## config.mk

```make
export PLATFORM = sky130hd
export DESIGN_NAME = uart_tx
export DESIGN_NICKNAME = d
export VERILOG_FILES = /design/src/rtl/uart_tx_pkg.sv /design/src/rtl/flex_counter.sv /design/src/rtl/uart_tx.sv
export SDC_FILE = /design/constraint.sdc
export NUM_CORES = 1
export LEC_CHECK = 0
export ABC_CLOCK_PERIOD_IN_PS = 4400
export CORE_MARGIN = 2
export CORE_UTILIZATION = 54
export CTS_CLUSTER_DIAMETER = 120
export CTS_CLUSTER_SIZE = 30
export DETAILED_ROUTE_END_ITERATION = 8
export GPL_TIMING_DRIVEN = 0
export MAX_ROUTING_LAYER = met4
export PLACE_DENSITY = 0.82
export SYNTH_ARGS = -nofsm -noshare
export SYNTH_HDL_FRONTEND = slang
export SYNTH_HIERARCHICAL = 1
export SYNTH_SLANG_ARGS = --single-unit
```

## constraint.sdc

```tcl
create_clock -name clk -period 4.4 [get_ports clk]
set_clock_uncertainty 0.2 [all_clocks]
set_input_delay 0.66 -clock clk [delete_from_list [all_inputs] [get_ports clk]]
set_output_delay 0.66 -clock clk [all_outputs]
set_load 0.01 [all_outputs]
```

## src/rtl/uart_tx_pkg.sv

```systemverilog
// Shared types and limits for the UART transmitter: FSM encoding and legal frame parameters.
// Pure definitions, no logic and no timing.
package uart_tx_pkg;

   typedef enum logic [1:0] {
      IDLE  = 2'd0,
      START = 2'd1,
      DATA  = 2'd2,
      STOP  = 2'd3
   } state_t;

   localparam int MIN_DATA_SIZE  = 5;
   localparam int MAX_DATA_SIZE  = 8;
   localparam int MIN_BIT_PERIOD = 2;

   // Out-of-range payload sizes fall back to a full byte.
   function automatic logic [3:0] legal_size(input logic [3:0] ds);
      if (ds < 4'(MIN_DATA_SIZE) || ds > 4'(MAX_DATA_SIZE))
         return 4'(MAX_DATA_SIZE);
      return ds;
   endfunction

endpackage

```

## src/rtl/flex_counter.sv

```systemverilog
// Up-counter 0..rollover_val that wraps on enable; rollover_flag marks the terminal count.
// Flag is combinational from the count register; clear has priority over count_enable.
module flex_counter #(
   parameter int WIDTH = 4
) (
   input  logic             clk,
   input  logic             rst,
   input  logic             clear,
   input  logic             count_enable,
   input  logic [WIDTH-1:0] rollover_val,
   output logic             rollover_flag
);

   logic [WIDTH-1:0] count;

   assign rollover_flag = (count == rollover_val);

   always_ff @(posedge clk or posedge rst) begin
      if (rst)
         count <= '0;
      else if (clear)
         count <= '0;
      else if (count_enable)
         count <= rollover_flag ? '0 : count + WIDTH'(1);
   end

endmodule

```

## src/rtl/uart_tx.sv

```systemverilog
// UART transmitter: start bit, 5..8 LSB-first data bits, one stop bit, runtime bit period.
// Frame begins on the edge after tx_start in IDLE; requests while busy are dropped.
module uart_tx
   import uart_tx_pkg::*;
#(
   parameter int BP_WIDTH = 14
) (
   input  logic                clk,
   input  logic                rst,
   input  logic                tx_start,
   input  logic [7:0]          tx_data,
   input  logic [3:0]          data_size,
   input  logic [BP_WIDTH-1:0] bit_period,
   output logic                serial_out,
   output logic                busy,
   output logic                tx_done
);

   state_t              state, next_state;
   logic [7:0]          shreg;
   logic [3:0]          size_r;
   logic [BP_WIDTH-1:0] period_r;
   logic [BP_WIDTH-1:0] bp_eff;
   logic [BP_WIDTH-1:0] timer_roll;
   logic [2:0]          idx_roll;
   logic                in_idle, in_data;
   logic                bit_tick, last_bit, idx_enable;
   logic                serial_nxt;

   assign bp_eff     = (bit_period < BP_WIDTH'(MIN_BIT_PERIOD)) ? BP_WIDTH'(MIN_BIT_PERIOD) : bit_period;
   assign timer_roll = period_r - BP_WIDTH'(1);
   assign idx_roll   = 3'(size_r - 4'd1);
   assign in_idle    = (state == IDLE);
   assign in_data    = (state == DATA);
   assign idx_enable = in_data && bit_tick;

   // bit_tick is high on the last clock of every serial bit
   flex_counter #(.WIDTH(BP_WIDTH)) bit_timer (
      .clk           (clk),
      .rst           (rst),
      .clear         (in_idle),
      .count_enable  (!in_idle),
      .rollover_val  (timer_roll),
      .rollover_flag (bit_tick)
   );

   flex_counter #(.WIDTH(3)) bit_index (
      .clk           (clk),
      .rst           (rst),
      .clear         (in_idle),
      .count_enable  (idx_enable),
      .rollover_val  (idx_roll),
      .rollover_flag (last_bit)
   );

   always_ff @(posedge clk or posedge rst) begin
      if (rst)
         state <= IDLE;
      else
         state <= next_state;
   end

   always_comb begin
      next_state = state;
      case (state)
         IDLE:    if (tx_start)             next_state = START;
         START:   if (bit_tick)             next_state = DATA;
         DATA:    if (bit_tick && last_bit) next_state = STOP;
         STOP:    if (bit_tick)             next_state = IDLE;
         default:                           next_state = IDLE;
      endcase
   end

   // serial_nxt looks one edge ahead so the line itself can come straight from a flop
   always_comb begin
      busy       = !in_idle;
      tx_done    = (state == STOP) && bit_tick;
      serial_nxt = 1'b1;
      case (next_state)
         START:   serial_nxt = 1'b0;
         DATA:    serial_nxt = idx_enable ? shreg[1] : shreg[0];
         default: serial_nxt = 1'b1;
      endcase
   end

   always_ff @(posedge clk or posedge rst) begin
      if (rst) begin
         serial_out <= 1'b1;
         shreg      <= '0;
         size_r     <= '0;
         period_r   <= '0;
      end else begin
         serial_out <= serial_nxt;
         if (in_idle && tx_start) begin
            shreg    <= tx_data;
            size_r   <= legal_size(data_size);
            period_r <= bp_eff;
         end else if (idx_enable) begin
            shreg <= {1'b0, shreg[7:1]};
         end
      end
   end

endmodule

```

======== After elaboration in Yosys (flattened, before gate mapping) ========
Index checks and enable logic that the tools add are counted.
word-level totals
  register bits ........................... 45
  output and inout bits ................... 3
  memory bits (writable) .................. 0
  bits in latches ......................... 0
  word-level logic and storage cells ...... 49
  ROM bits ................................ 0
  memories ................................ 0
  input bits .............................. 29
cells by class
  reduce and logical (&&, ||, !) cells .... 9
  order comparisons ....................... 3
  divide/modulo/power cells ............... 0
  muxes and demuxes ....................... 19
  shifts and indexed selects .............. 0
  eq/ne operators ......................... 7
  multipliers ............................. 0
  add/sub/neg operators ................... 4
  bitwise operators ....................... 0
operators with widths
  kind                     number
  $mux W14                 3
  $mux W8                  2
  $mux W3                  5
  $add A14 B1 Y14 const B  1
  $eq A14 B14 Y1           1
  $lt A14 B2 Y1 const B    1
  $sub A14 B1 Y14 const B  1
  $mux W2                  4
  $pmux W2 S4              1
  $eq A2 B2 Y1 const B     3
  $eq A2 B1 Y1 const B     2
  $gt A4 B4 Y1 const B     1
  $logic_and A1 B1 Y1      4
  $lt A4 B3 Y1 const B     1
  $reduce_bool A2 Y1       2
  $add A3 B1 Y3 const B    1
  $eq A3 B3 Y1             1
  $mux W1                  3
  $sub A3 B1 Y3 const B    1
  $logic_not A2 Y1         1
  $pmux W1 S2              1
  $logic_not A1 Y1         1
  $logic_or A1 B1 Y1       1

======== Longest topological paths before layout ========
  depth after elaboration ................. 7
  depth in mapped cells ................... 14

======== By module ========
The synthesis kept the hierarchy.
by module, submodules not included
  module                     sequential area each (µm²)  instances  cells each  area an instance (µm²)
  uart_tx                    701.9                       1          168         1452.6
  flex_counter at bit_timer  350.3                       1          96          884.6
  flex_counter at bit_index  75.1                        1          20          198.9

======== Worst setup path after synthesis ========
No wires, ideal clock.
  kind .................................... register to register
  start ................................... register period_r[3]
  end ..................................... register bit_index.count[2]
  slack ................................... 0.819 ns
  arrival ................................. 3.303 ns
  stages on the path, launching flop included .. 13
  clock period less this slack ............ 3.581 ns
  path through ............................ dfrtp_1 > or3_1 > or3_4 > nor3_2 > xor2_1 > xnor2_1 > nand4_1 > nor4_2 > and3b_1 > clkbuf_1 > and3b_1 > o32ai_1 > a21oi_1
between the ends
  word-level cells in the longest chain between the ends .. 4
ends and longest elaborated chain
  item                          line                source
  from (decl)                   uart_tx.sv:22       logic [BP_WIDTH-1:0] period_r;
  from (signal assigned)        uart_tx.sv:97       period_r <= bp_eff;
  $sub A14 B1 Y14               uart_tx.sv:31       assign timer_roll = period_r - BP_WIDTH'(1);
  via timer_roll[12]            uart_tx.sv:24       logic [BP_WIDTH-1:0] timer_roll;
  $eq A14 B14 Y1                flex_counter.sv:16  assign rollover_flag = (count == rollover_val);
  via bit_tick                  uart_tx.sv:27       logic bit_tick, last_bit, idx_enable;
  $logic_and A1 B1 Y1           uart_tx.sv:35       assign idx_enable = in_data && bit_tick;
  via idx_enable                uart_tx.sv:27
  $reduce_bool A2 Y1 (no line)  -
  to (signal assigned)          flex_counter.sv:24  count <= rollover_flag ? '0 : count + WIDTH'(1);
  to (decl)                     flex_counter.sv:14  logic [WIDTH-1:0] count;
The timed path passes the listed nets, and every way through them passes these cells.
A chain may end at the register's enable or synchronous reset.

======== Worst setup path in the final report ========
  start ................................... register period_r[3]
  end ..................................... output tx_done
between the ends
  word-level cells in the longest chain between the ends .. 3
ends and longest elaborated chain
  item                 line                source
  $sub A14 B1 Y14      uart_tx.sv:31
  via timer_roll[10]   uart_tx.sv:24
  $eq A14 B14 Y1       flex_counter.sv:16
  via bit_tick         uart_tx.sv:27
  $logic_and A1 B1 Y1  uart_tx.sv:77       tx_done = (state == STOP) && bit_tick;
  to (decl)            uart_tx.sv:16       output logic tx_done
The timed path passes the listed nets, and every way through them passes these cells.

==> results.yml <==
setup_path:
  cp_slowest_cell: "clkdlybuf4s50_1"
  crit_family: "simple AND/OR/NAND/NOR gates"
  path_max_fanout: 5
  ff2ff_setup_slack_ps: 520
  path_buf_inv: 1
  crit_path_end_kind: "output pin"
  required_ps: 3540
  worstPathArrival_ps: 3330
  slowest_delay_ps: 530
  crit_path_frequent_cell: "nor4_4"
  crit_path_start_kind: "register"
  path_class: "register to output pin"
  cp_cell_sequence: "or3_1 > or3_4 > nor4_4 > xor2_1 > xnor2_1 > nand4_1 > nor4_4 > and3_1 > clkdlybuf4s50_1"
die:
  die-area_sq_um: 5260
  fp.coreArea_sq_um: 4440
  num_io_pins: 32
  die_h_microns: 72.5
  start_util_pct: 57.1
  die_x_microns: 72.5
  row_count: 24
yosys:
  synthDistinctLibCells: 42
  synthArstFlopShare_pct: 100
  synth_area_leader_cell: "dfrtp_1"
  synth-edff-count: 0
  yosys-top-cells-area: "dfrtp_1 (43%), xnor2_1 (10%), nand2_1 (9.3%)"
  synth-seq-cells: 45
  synthCells: 284
  synth_ff_type: "dfrtp_1"
  ys_top_cells_by_count: "nand2_1 (63), dfrtp_1 (44), nor2_1 (29), xnor2_1 (29), inv_1 (15)"
  syn_area_per_cell_sq_um: 8.93
  synth_top_area_share_pct: 43.4
  synth-warning-count: 6
  yosysMostFrequentCell: "nand2_1"
  synthesis.nets: 317
  yosysSeqAreaShare_pct: 44.4
  synth_area_sq_um: 2540
detailed_routing:
  drc: 0
  drtAntennaViolNets: 0
  routed_via_density: 5.45
  vias: 2049
  routedWlPerCell_microns: 13.2
  dr.pass1.iters: 4
  wl_microns: 4970
  drtIter0Drc: 190
clock_tree:
  cts_tree: "done"
  cts_root_buf: "clkbuf_8"
  clock_latency_ps: 300
  cts_buffers: 5
  numClockSinks: 45
  htreeDepth: 2
  cts_buffer_depth: 2
  hold_buffers: 0
  path_clk_slew_ps: 90
finish:
  n_antenna_cell: 0
  ff_latch_area_sq_um: 1130
  area_growth_pct: 20.2
  multi_input_area_sq_um: 1320
  instances_no_fill: 376
  final.fill_count: 355
  drive_gt1_share_pct: 7.10
  fin_nets: 356
timing:
  fin_crit_sh_pct: 95.2
  rsz0062_at_grt: "no"
  tightest_slew_ps: 1010
  max_slew_margin_pct: 32.4
  maxSlewViolCount: 0
  period_needed_ps: 4190
  fmax_mhz: 239
  whs_ps: 285
  setup_viol: 0
  hold_viol_final: 0
  fin_tns_setup_ps: 0
min_path:
  min_path_type: "register to register"
power:
  p_per_area_nw_per_um2: 500
  total_power_uw: 1520
  vdd_drop_max_mv: 0.291
  power.leakage_uw: 0.00136
flow_run:
  maxCapViolCount: 0
placement:
  place.detailed.hpwl_microns: 3710
  dp_cells: 367
  port_buffers: 31
  globalplace.congestion: 0.831
grt:
  grt_pass1_wl_microns: 8570
  grt_max_degree: 29
  antenna_found_initial: 0
  first_global_vias: 1872
  gr-usage-all-layers_pct: 21.3
  overflow: 0
outcome:
  status: "finished clean"
==> metrics by stage <==
| step | setup WS (ps) | cell area, sq um | util, % |
|---|---|---|---|
| 2_1_floorplan | 819 | 2540 | - |
| 3_3_place_gp | 145 | 2910 | 65.5 |
| 3_5_place_dp | 76.7 | 2910 | 65.5 |
| 4_1_cts | 207 | 3050 | 68.6 |
| 5_1_grt | 9.44 | 3050 | 68.6 |
| 6_report | 209 | 3050 | 68.6 |
==> final cells by class <==
type	instances	area share, %
Buffer	9	1.40
Clock buffer	6	2.71
Clock inverter	2	1.23
Inverter	15	1.85
Multi-Input combinational cell	215	43.3
Sequential cell	45	37.0
Tap cell	52	2.13
Timing Repair Buffer	32	10.4
==> cells in the final DEF (no fill, tap or decap), types with 6 or more instances in the layout <==
cell,Yosys,routed
nand2_1,63,63
dfrtp_1,44,44
clkdlybuf4s50_1,0,31
nor2_1,29,29
xnor2_1,29,29
inv_1,15,15
xor2_1,13,13
nand3_1,8,8
o21ai_0,8,8
nor4_1,8,8
nor3_1,7,7
a22oi_1,6,6
nand4_1,6,6
clkbuf_8,0,6
==> sequential cells by signal, summed over array words and instances (netlist names) <==
register and count:
shreg 8, serial_out 1, bit_timer/count 14, size_r 3
period_r 14, bit_index/count 3, state 2
==> cell families (layout without fill, tap and decap cells) <==
family / Yosys count / after routing / share of synthesized area [%]
adders and majority gates: 4 / 4 / 1.97
xor gates and xnor gates: 42 / 42 / 14.5
AOI/OAI and AO/OA: 31 / 31 / 8.88
and+or+nand+nor: 136 / 136 / 25.5
DFF: 45 / 45 / 44.5
buffers and inverters: 24 / 64 / 3.90
muxes: 2 / 2 / 0.839
==> worst register-to-register path, cell delays in order, from the launching register on <==
cell and delay, ps:
dfrtp_1 430, or3_1 390, or3_4 410, nor4_4 150
xor2_1 190, xnor2_1 160, nand4_1 220, nor4_4 360
buf_4 220, and3b_1 160, clkbuf_1 430, nor2_1 220
a22o_1 230
==> routing by layer <==
metal	wire length (microns)	track usage, %	up-vias
li1	-	-	1034
met1	2390	29.6	966
met2	2370	32.5	45
met3	150	2.92	4
met4	60	6.79	0
met5	0	-	-
==> power breakdown <==
group	internal [uW]	leakage (uW)	switching, uW
Clock	185	0.0000574	146
Combinational	250	0.000737	270
Sequential	538	0.000566	134
==> repair_timing <==
item | CTS | global route
buffers inserted | 1 | 0
pin swaps | 1 | 1
gates resized for setup | 1 | 0
endpoints found under the setup margin | 1 | 1
==> final timing paths <==
kind                                           end   startpoint  depth (start not counted)
worst max register to register            shreg[7]  period_r[3]                         12
max in group asynchronous             period_r[11]          rst                          2
worst max-delay path                       tx_done  period_r[3]                          9
worst min register to register            shreg[4]     shreg[4]                          2
min in group asynchronous       bit_index/count[1]          rst                          2
worst min-delay path                      shreg[4]     shreg[4]                          2
(Power assumes the default switching activity.)
